$ cat src/rtl/timer_cmp_irq.sv
// ============================================================================
// timer_cmp_irq : 64-bit compare with sticky status, overrun and auto-reload
// Revision      : 1.0
// ============================================================================
`default_nettype none

module timer_cmp_irq (
  input  logic        sys_clk,
  input  logic        sys_rst_n,
  input  logic [63:0] count,
  input  logic        cnt_update,
  input  logic        halt_en,
  input  logic [31:0] wdata,
  input  logic        cmp_wr_lo,
  input  logic        cmp_wr_hi,
  input  logic        prd_wr,
  input  logic        ctrl_wr,
  input  logic        st_clr,
  output logic [63:0] cmp_val,
  output logic [31:0] period,
  output logic        int_en,
  output logic        auto_rld,
  output logic        int_st,
  output logic        ovr_st,
  output logic        tim_int
);

  localparam logic [63:0] CMP_RESET = 64'hFFFF_FFFF_FFFF_FFFF;

  logic        match;
  logic        match_q;
  logic        match_evt;
  logic        do_reload;
  logic [63:0] reload_val;

  // Held for a future one-shot mode; it has no effect on behaviour today.
  logic        unused_cnt_update;
  assign unused_cnt_update = cnt_update;

  assign match      = (count == cmp_val);
  assign match_evt  = match & ~match_q & ~halt_en;
  assign reload_val = cmp_val + {32'h0, period};
  assign do_reload  = match_evt & auto_rld & (period != 32'h0);

  always_ff @(posedge sys_clk or negedge sys_rst_n) begin
    if (!sys_rst_n) begin
      cmp_val  <= CMP_RESET;
      period   <= 32'h0;
      int_en   <= 1'b0;
      auto_rld <= 1'b0;
      int_st   <= 1'b0;
      ovr_st   <= 1'b0;
      tim_int  <= 1'b0;
      match_q  <= 1'b0;
    end else begin
      match_q <= match;

      // A register write on a half beats the reload of that same half.
      if (cmp_wr_lo)
        cmp_val[31:0] <= wdata;
      else if (do_reload)
        cmp_val[31:0] <= reload_val[31:0];

      if (cmp_wr_hi)
        cmp_val[63:32] <= wdata;
      else if (do_reload)
        cmp_val[63:32] <= reload_val[63:32];

      if (prd_wr)
        period <= wdata;

      if (ctrl_wr) begin
        int_en   <= wdata[0];
        auto_rld <= wdata[1];
      end

      // Set wins over a coincident clear.
      if (match_evt)
        int_st <= 1'b1;
      else if (st_clr && wdata[0])
        int_st <= 1'b0;

      if (match_evt && int_st)
        ovr_st <= 1'b1;
      else if (st_clr && wdata[1])
        ovr_st <= 1'b0;

      tim_int <= int_st & int_en;
    end
  end

endmodule

`default_nettype wire

$ cat config.mk
export PLATFORM = sky130hd
export DESIGN_NAME = timer_cmp_irq
export DESIGN_NICKNAME = d
export VERILOG_FILES = /design/src/rtl/timer_cmp_irq.sv
export SDC_FILE = /design/constraint.sdc
export NUM_CORES = 1
export LEC_CHECK = 0
export BUFFER_PORTS_ARGS = -buffer_cell sky130_fd_sc_hd__buf_2
export CORE_ASPECT_RATIO = 1.1
export CORE_MARGIN = 2
export CORE_UTILIZATION = 53
export CTS_CLUSTER_SIZE = 40
export DETAILED_ROUTE_END_ITERATION = 16
export PLACE_DENSITY = 0.78
export SYNTH_ARGS = -nofsm -noshare
export SYNTH_HDL_FRONTEND = slang
export SYNTH_SLANG_ARGS = --single-unit
$ cat constraint.sdc
create_clock -name sys_clk -period 3.45 [get_ports sys_clk]
set_input_delay 0.69 -clock sys_clk [delete_from_list [all_inputs] [get_ports sys_clk]]
set_output_delay 0.69 -clock sys_clk [all_outputs]
set_load 0.005 [all_outputs]
==> run metrics <==
status finished clean; DR pass1 iterations 5; worst r2r dst cmp_val[50]$_DFFE_PN1P_; Worst setup SP type flop; Post-Layout Cell Count 1134; drt via density 5.97; placed cell count 1118; placer congestion estimate 0.940; clk sinks 102; die area 14500 um^2; total power 0.00392 W; layout cells sized above 1 37.4%; root buf cell clkbuf_16; drt drc 0; crit path capture type flop; Post-synth EDFFs 0; crit path launch period[0]$_DFFE_PN0P_; vias 6775; worst-path maximum fanout 5; worst path required time 3750 ps; grt ovf 0; cell taking the most area after synthesis dfstp_2; complex-gate fraction of the synthesized area 13.5%; H-tree depth 3; Fin Clk Skew 10.1 ps; die height 126 um; largest family of logic cells by synthesized area simple AND/OR/NAND/NOR gates; Crit path arrival time 3570 ps; RSZ-0062 raised after global routing false; Slew Limit Fails 0; vias in the first global route 6439; Synth cell types 62; Synth Register Bits 102; minimum clock period after layout 3280 ps; antenna-violating nets left 0; clk buf depth 2; Synth area leaders dfstp_2 23%, dfrtp_1 13%, xnor2_1 13%; length in cells of the worst reg-to-reg path 12; dpl hpwl 18300 um; Setup Slack @ Placement 212 ps; cell with the most instances after synthesis xnor2_1; slack of the critical path 175 ps; ANT cells 0; ys async rst share 100%; CP Capture Point cmp_val[50]$_DFFE_PN1P_; area share of fa/ha/maj cells after synthesis 5.87%; clk_lat worst skew 360 ps; Worst Max-Slew Pin Slew 993 ps; largest net degree at the start of global routing 60; HP Class in -> async; initial antenna violation count 0; die width 115 um; Avg WL per Cell 20.4 um; Max VDD drop 0.246 mV; Setup TNS 0 ps; Placeable Area 13200 um^2; # nets final 1106; Main synth FF type dfstp_2; # port buffers 204; pwr/cell area 446 nW/um^2; CTS tree yes; # hold bufs at CTS 0; xor and xnor area share after synthesis 14.8%; Seq/Total Area, Yosys 36.8%; post-synthesis mux area share 10.5%; Worst-path clk slew 70 ps; final cycle utilization of the critical path 94.9%; Syn Std Cell Area 7160 um^2; normalized max-slew margin 33.8%; synth warn 0; synthesis-to-finish area growth 22.7%; reg2reg start period[0]$_DFFE_PN0P_; Mapped Nets 899; Final setup violation count 0; P_leak 3.76 nW; most frequent cells after synthesis 105 x xnor2_1, 86 x nand2_1, 69 x o21ai_0; io pins 206; row cnt 44; first-pass GRT wire length 35600 um; Hold Violations, Final 0; R2R Setup Slk 170 ps; Max-Cap Viols 0; Achievable Freq 0.305 GHz; Syn Inst Count 761; syn_area_per_cell 9.41 um^2; Crit Path Category reg -> reg; share of Yosys cell area claimed by the top area cell type 23.5%; post-cts resize count 0; starting density of the core 54.2%; Synth Area in Simple Gates 16.1%; GRT Overall Usage 32.2%; Iter 0 DRT Violations 592; TritonCTS buffer count 9; WL final 23100 um; post-CTS setup buffer count 0
==> layer usage <==
layer | track usage [%] | up-vias | share of wire, %
li1 | - | 3152 | -
met1 | 43.3 | 3231 | 41
met2 | 51.1 | 342 | 47
met3 | 7.03 | 50 | 8.4
met4 | 11.6 | 0 | 3.3
met5 | 0 | - | 0
==> power by group <==
| group | switching [W] | internal (W) |
|---|---|---|
| Clock | 0.000466 | 0.000710 |
| Combinational | 0.000656 | 0.000557 |
| Sequential | 0.000173 | 0.00136 |
==> flip-flops by register name, summed over array words and instances (netlist names) <==
| register | cells |
|---|---|
| cmp_val | 64 |
| match_q | 1 |
| auto_rld | 1 |
| int_st | 1 |
| ovr_st | 1 |
| period | 32 |
| tim_int | 1 |
| int_en | 1 |
==> cell type report <==
type,instances,area (um^2)
fillers,1108,4420
repair buffers,224,1200
multi-input cells,615,4360
clock buffers,10,229
inverters,16,60.1
clock inverters,6,109
well taps,161,201
flip-flops and latches,102,2630
==> metrics by stage <==
stage	instance area [um^2]	util, %	hold WS, ps
3_3_place_gp	8450	64.0	492
5_1_grt	8790	66.5	469
4_1_cts	8790	66.5	428
3_5_place_dp	8450	64.0	505
2_1_floorplan	7160	-	394
6_report	8790	66.5	410
==> placed cells by master, fill, tap and decap left out, types with 4 or more instances in the layout <==
cell type	instances
a211oi_1	4
a21o_1	11
a21oi_1	37
and3_1	9
buf_2	203
buf_4	19
clkbuf_16	9
dfrtp_1	38
dfstp_2	64
ha_1	32
inv_1	16
mux2_2	45
mux2i_1	23
nand2_1	86
nand3_1	20
nand4_1	28
nor2_1	37
nor3_1	8
nor4_1	14
o211ai_1	5
o21ai_0	69
o21ai_1	5
xnor2_1	105
xor2_1	16
==> worst min-delay path by stage <==
stage | end | slack, ps | depth (start not counted)
floorplan | auto_rld$_DFFE_PN0P_ | 390 | 0
global placement | tim_int$_DFF_PN0_ | 490 | 1
detailed placement | tim_int$_DFF_PN0_ | 510 | 1
CTS | period[21]$_DFFE_PN0P_ | 430 | 1
global route | period[21]$_DFFE_PN0P_ | 470 | 1
finish | period[21]$_DFFE_PN0P_ | 410 | 1
==> logic make-up (layout without fill, tap and decap cells) <==
logic type | Yosys count | count (layout)
adders and majority gates | 33 | 33
xor gates and xnor gates | 121 | 121
AOI/OAI and AO/OA | 161 | 161
and+or+nand+nor | 231 | 231
buffers and inverters | 44 | 256
DFF | 102 | 102
muxes | 69 | 69
==> worst max-delay path, stage by stage (launching register included) <==
cell      delay (ps)
dfrtp_1          410
ha_1             220
fa_1             410
a21o_1           230
a221oi_2         360
nor4bb_1         130
nand3b_1         230
a2111o_1         420
nand3_2          200
nor2_1            60
buf_4            150
a311o_1          350
nand2_1           60
Power figures use the tool's default switching activity.
